## src/rtl/imem_port_arbiter.sv

```systemverilog
// ---------------------------------------------------------------------------
// imem_port_arbiter
//
// Purpose:
//   Shares one single-ported, word-addressed instruction memory between the
//   pipeline fetch stage (read only) and the program loader / debug port
//   (read and write). At most one access is granted per cycle. Read data
//   comes back one cycle after the grant, on the port that was granted.
//   Fetch has priority by default. The loader can lock the memory for
//   back-to-back burst accesses.
//
// Optional feature (compile-time macro IMEM_ARB_STARVE_EN):
//   When defined, an 8-bit saturating starvation counter counts the cycles
//   in which the loader requests but is not granted. Once it reaches
//   STARVE_MAX, the loader wins over fetch in FETCH_PRI. When undefined, the
//   counter is not built and FETCH_PRI is strict fetch priority.
//
// Parameters:
//   DEPTH       memory depth in words (power of two)
//   WIDTH       data width
//   STARVE_MAX  denied loader cycles before a forced loader grant (1..255)
//
// Ports:
//   clk, reset             rising-edge clock, synchronous active-high reset
//   f_req, f_addr          fetch read request and byte address
//   f_gnt                  fetch accepted this cycle (combinational)
//   f_rvalid, f_rdata      fetch read response, one cycle after f_gnt
//   l_req, l_we, l_lock    loader request, write select, lock request
//   l_addr, l_wdata        loader byte address and write data
//   l_gnt                  loader accepted this cycle (combinational)
//   l_rvalid, l_rdata      loader read response, one cycle after a read grant
//   mem_en, mem_we         memory access strobe and write enable
//   mem_addr, mem_wdata    memory word index and write data
//   mem_rdata              registered memory read data (cycle after mem_en)
// ---------------------------------------------------------------------------
module imem_port_arbiter #(
  parameter int DEPTH      = 1024,
  parameter int WIDTH      = 32,
  parameter int STARVE_MAX = 8
) (
  input  logic                     clk,
  input  logic                     reset,

  input  logic                     f_req,
  input  logic [31:0]              f_addr,
  output logic                     f_gnt,
  output logic                     f_rvalid,
  output logic [WIDTH-1:0]         f_rdata,

  input  logic                     l_req,
  input  logic                     l_we,
  input  logic                     l_lock,
  input  logic [31:0]              l_addr,
  input  logic [WIDTH-1:0]         l_wdata,
  output logic                     l_gnt,
  output logic                     l_rvalid,
  output logic [WIDTH-1:0]         l_rdata,

  output logic                     mem_en,
  output logic                     mem_we,
  output logic [$clog2(DEPTH)-1:0] mem_addr,
  output logic [WIDTH-1:0]         mem_wdata,
  input  logic [WIDTH-1:0]         mem_rdata
);

  localparam int AW = $clog2(DEPTH);

  typedef enum logic {
    FETCH_PRI = 1'b0,
    LOAD_LOCK = 1'b1
  } state_t;

  typedef enum logic [1:0] {
    OWN_NONE  = 2'd0,
    OWN_FETCH = 2'd1,
    OWN_LOAD  = 2'd2
  } owner_t;

  state_t        state_q, state_d;
  owner_t        owner_q, owner_d;
  logic [AW-1:0] f_idx;
  logic [AW-1:0] l_idx;
  logic          starve_force;

  // Word index: drop the byte offset and everything above the memory size,
  // so out-of-range addresses wrap modulo DEPTH.
  assign f_idx = f_addr[AW+1:2];
  assign l_idx = l_addr[AW+1:2];

  // The dropped address bits are intentionally ignored.
  logic unused_addr_bits;
  assign unused_addr_bits = ^{f_addr[31:AW+2], f_addr[1:0],
                              l_addr[31:AW+2], l_addr[1:0]};

`ifdef IMEM_ARB_STARVE_EN
  logic [7:0] starve_cnt_q, starve_cnt_d;

  assign starve_force = (starve_cnt_q >= 8'(STARVE_MAX));

  // Saturating count of denied loader cycles; any loader grant clears it.
  always_comb begin
    starve_cnt_d = starve_cnt_q;
    if (l_gnt) begin
      starve_cnt_d = 8'd0;
    end else if (l_req && (starve_cnt_q != 8'hFF)) begin
      starve_cnt_d = starve_cnt_q + 8'd1;
    end
  end
`else
  localparam int unused_starve_max = STARVE_MAX;
  assign starve_force = 1'b0;
`endif

  // Grant selection. Outputs are forced low while reset is held so that a
  // reset cycle neither grants nor records a new access.
  always_comb begin
    f_gnt = 1'b0;
    l_gnt = 1'b0;
    if (!reset) begin
      if (state_q == LOAD_LOCK) begin
        l_gnt = l_req;
      end else if (l_req && (starve_force || !f_req)) begin
        l_gnt = 1'b1;
      end else begin
        f_gnt = f_req;
      end
    end
  end

  // Memory-side drive from whichever requester won; all zero when idle.
  always_comb begin
    mem_en    = f_gnt | l_gnt;
    mem_we    = l_gnt & l_we;
    mem_addr  = '0;
    mem_wdata = '0;
    if (l_gnt) begin
      mem_addr  = l_idx;
      mem_wdata = l_wdata;
    end else if (f_gnt) begin
      mem_addr  = f_idx;
    end
  end

  // Lock entry needs an actual loader grant with l_lock; lock exit happens on
  // any cycle where l_lock is low, independent of l_req.
  always_comb begin
    state_d = state_q;
    case (state_q)
      FETCH_PRI: if (l_gnt && l_lock) state_d = LOAD_LOCK;
      LOAD_LOCK: if (!l_lock)         state_d = FETCH_PRI;
      default:                        state_d = FETCH_PRI;
    endcase
  end

  // Owner tag of the read issued this cycle; writes leave no response.
  always_comb begin
    owner_d = OWN_NONE;
    if (f_gnt) begin
      owner_d = OWN_FETCH;
    end else if (l_gnt && !l_we) begin
      owner_d = OWN_LOAD;
    end
  end

  always_ff @(posedge clk) begin
    if (reset) begin
      state_q      <= FETCH_PRI;
      owner_q      <= OWN_NONE;
`ifdef IMEM_ARB_STARVE_EN
      starve_cnt_q <= 8'd0;
`endif
    end else begin
      state_q      <= state_d;
      owner_q      <= owner_d;
`ifdef IMEM_ARB_STARVE_EN
      starve_cnt_q <= starve_cnt_d;
`endif
    end
  end

  // Response steering. An in-flight response is suppressed immediately when
  // reset is asserted in the response cycle, so it is never seen.
  always_comb begin
    f_rvalid = (owner_q == OWN_FETCH) && !reset;
    l_rvalid = (owner_q == OWN_LOAD)  && !reset;
    f_rdata  = f_rvalid ? mem_rdata : '0;
    l_rdata  = l_rvalid ? mem_rdata : '0;
  end

endmodule

```

## config.mk

```make
export PLATFORM = sky130hd
export DESIGN_NAME = imem_port_arbiter
export DESIGN_NICKNAME = d
export VERILOG_FILES = /design/src/rtl/imem_port_arbiter.sv
export SDC_FILE = /design/constraint.sdc
export NUM_CORES = 1
export LEC_CHECK = 0
export ABC_AREA = 0
export CORE_AREA = 5 5 93 95
export DETAILED_ROUTE_END_ITERATION = 6
export DIE_AREA = 0 0 98 100
export HOLD_SLACK_MARGIN = 0.06
export PLACE_DENSITY = 0.67
export REMOVE_ABC_BUFFERS = 1
export SETUP_SLACK_MARGIN = 0.1
export SLEW_MARGIN = 20
export SYNTH_ARGS = -nofsm -noshare
export SYNTH_HDL_FRONTEND = slang
export SYNTH_SLANG_ARGS = --single-unit
export TNS_END_PERCENT = 1
```

## constraint.sdc

```tcl
create_clock -name clk -period 1.6 [get_ports clk]
set_input_delay 0.32 -clock clk [delete_from_list [all_inputs] [get_ports clk]]
set_output_delay 0.32 -clock clk [all_outputs]
set_load 0.02 [all_outputs]
```

==> impl_metrics.tcl <==
set metrics [dict create \
    status "finished with violations" \
    violations "setup timing" \
    die_height_um 100 \
    grt_usage 0.1245 \
    cts.path.max_buffers 2 \
    overflow 0 \
    crit_type "reg -> out" \
    drc 0 \
    finalSetupViolCount 92 \
    synth_simple_gate_area_frac 0.7908 \
    synthTopCellsByArea "and2_1, dfxtp_1, nor3b_4" \
    drt_pass1_iterations 4 \
    clock_skew_ns 0.001463 \
    ys.flop_type "dfxtp_1" \
    peakVddDrop_uv 203.0 \
    yosysSeqAreaShare 0.05941 \
    cts_root_buffer "clkbuf_8" \
    synthCells 157 \
    ant_nets 0 \
    worst_slew_pin_slew_ns 0.1773 \
    vias_per_cell 3.979 \
    netlist_top_cells_count "and2_1, a21oi_1, nand2_1, nand3_1" \
    layout-drive-gt1-share 0.5326 \
    hold_viol 0 \
    drt_iter0_drc 36 \
    start_util 0.1322 \
    htreeDepth 1 \
    fp.dieArea_mm2 0.009800 \
    rsz0062_at_grt "yes" \
    die_w_um 98 \
    antennaDiodeCount 0 \
    hold_buffers 0 \
    start_kind "flip-flop" \
    utilization 0.4723 \
    pre_cts_slack_ns -0.8250 \
    synth_edf_count 0 \
    dp_hpwl_mm 5.088 \
    grt_antenna_before_repair 0 \
    path_clk_slew_ns 0.03 \
    timing.slew.headroom 0.8817 \
    synthDistinctLibCells 17 \
    drv_slew 0 \
    cts_made_buffers 3 \
    clk_latency_ns 0.21 \
    cts.sinks 3 \
    fin_crit_sh 1.053 \
    area_delta_synth_final_pct 257.3 \
    cts_tree "built" \
    async_flop_share 0 \
    synthesis.area_mm2 0.001011 \
    grt_pass1_vias 1964 \
    wire_per_inst_um 13.84 \
    nets 503 \
    synth_most_common_cell "and2_1" \
    setup_slack_ns -0.08484 \
    endpoint_kind "primary output" \
    cp_data_arrival_time_ns 1.36 \
    synth_compound_area_frac 0.05446 \
    grt_pass1_wl_mm 10.03 \
    drt_wl_total_mm 6.503 \
    ys_warn_count 0 \
    synth-adder-area-share 0 \
    cp_max_fo 18 \
    fin_setup_tns_ns -3.350 \
    yosysTopAreaCellShare 0.6002 \
    min_path_type "in -> reg" \
    synth-xor-area-share 0 \
    max_freq_mhz 593.5 \
    leakage_nw 1.650 \
    worstPathRequired_ns 1.28 \
    num_vias 1870 \
    avgSynthCellArea_um2 6.439 \
    maxCapViolations 0 \
    gp_congestion 0.8221 \
    core_area_mm2 0.007647 \
    power.density_mw_per_mm2 274.6 \
    num_rows 32 \
    yosysTopAreaCell "and2_1" \
    worst_hold_slack_ns 0.5390 \
    grt_max_degree 19 \
    synthMuxAreaShare 0 \
    synth_top_family_by_area "simple AND/OR/NAND/NOR gates" \
    synth-seq-cells 3 \
    io_pins 246 \
    portBuffers 201 \
    finalCriticalPeriod_ns 1.685 \
]
[power breakdown]
part	internal [mW]	leakage [nW]	total (mW)	switching (mW)
clock network	0.170	0.0228	0.217	0.0473
registers	0.0783	0.0261	0.0816	0.00328
logic	0.425	1.60	0.693	0.268
[cells by family (layout without fill, tap and decap cells)]
group / after synthesis / count (layout)
and+or+nand+nor: 128 / 128
buffers and inverters: 15 / 226
AOI/OAI and AO/OA: 11 / 11
DFF: 3 / 3
[cell usage in the layout, fill, tap and decap left out, types with 2 or more instances in the layout]
cell | synthesis | routed
clkbuf_8 | 0 | 3
nand2_1 | 10 | 5
buf_2 | 4 | 5
nor3b_4 | 3 | 3
and2_4 | 0 | 36
nor2_1 | 4 | 4
buf_16 | 0 | 3
dfxtp_2 | 0 | 2
a21oi_1 | 11 | 5
clkdlybuf4s50_1 | 0 | 86
buf_6 | 4 | 105
buf_4 | 0 | 17
and2_1 | 97 | 61
nand2_2 | 0 | 5
nand3_2 | 0 | 4
buf_12 | 0 | 3
a21oi_2 | 0 | 6
nand3_1 | 10 | 6
[area by class of cell]
class,instances,area [µm²]
inverter,1,3.754
sequential,3,66.31
tap,102,127.6
multi-input combinational,139,1007
timing repair buffer,221,2362
clock buffer,4,45.04
fill,714,4035
[worst paths after layout]
check / slack, ns / endpoint / cells past startpoint / from
worst max register to register: 0.52 / owner_q[1]$_SDFF_PP0_ / 5 / state_q$_SDFF_PP0_
worst min-delay path: 0.54 / owner_q[0]$_SDFF_PP0_ / 4 / reset
worst min register to register: 0.57 / state_q$_SDFF_PP0_ / 2 / state_q$_SDFF_PP0_
worst max-delay path: -0.08 / mem_wdata[0] / 6 / state_q$_SDFF_PP0_
[metal layers]
metal  global-route usage  part of all wire  vias up
met5                    0                 0        -
met4              0.02130            0.0092        0
met3              0.05351              0.13        6
met2               0.2246              0.50      126
met1               0.1379              0.36      822
li1                     -                 -      916
[sequential cells by signal (all words and copies together), names as in the netlist]
name and flops:
state_q 1, owner_q 2
[per-stage QoR]
step	std cells	power [mW]	cell area (µm²)
6_report	470	0.9918	3612
2_1_floorplan	143	0.2702	918.4
3_5_place_dp	458	0.6982	3186
4_1_cts	470	0.9834	3508
5_1_grt	470	1.055	3612
3_3_place_gp	458	0.6929	3186
[critical path, cell delays in order, from the launching register on]
cell and delay, ns:
dfxtp_2 0.35, nor2b_4 0.06, nor3b_4 0.19, buf_6 0.15, buf_12 0.13, and2_1 0.15
buf_6 0.12
[timing repair]
item / CTS / global route
gates resized for setup: 689 / 42
setup endpoints to repair: 112 / 111
gates cloned: 3 / 0
pin swaps: 18 / 33
buffers inserted: 5 / 0
Power figures use the tool's default switching activity.
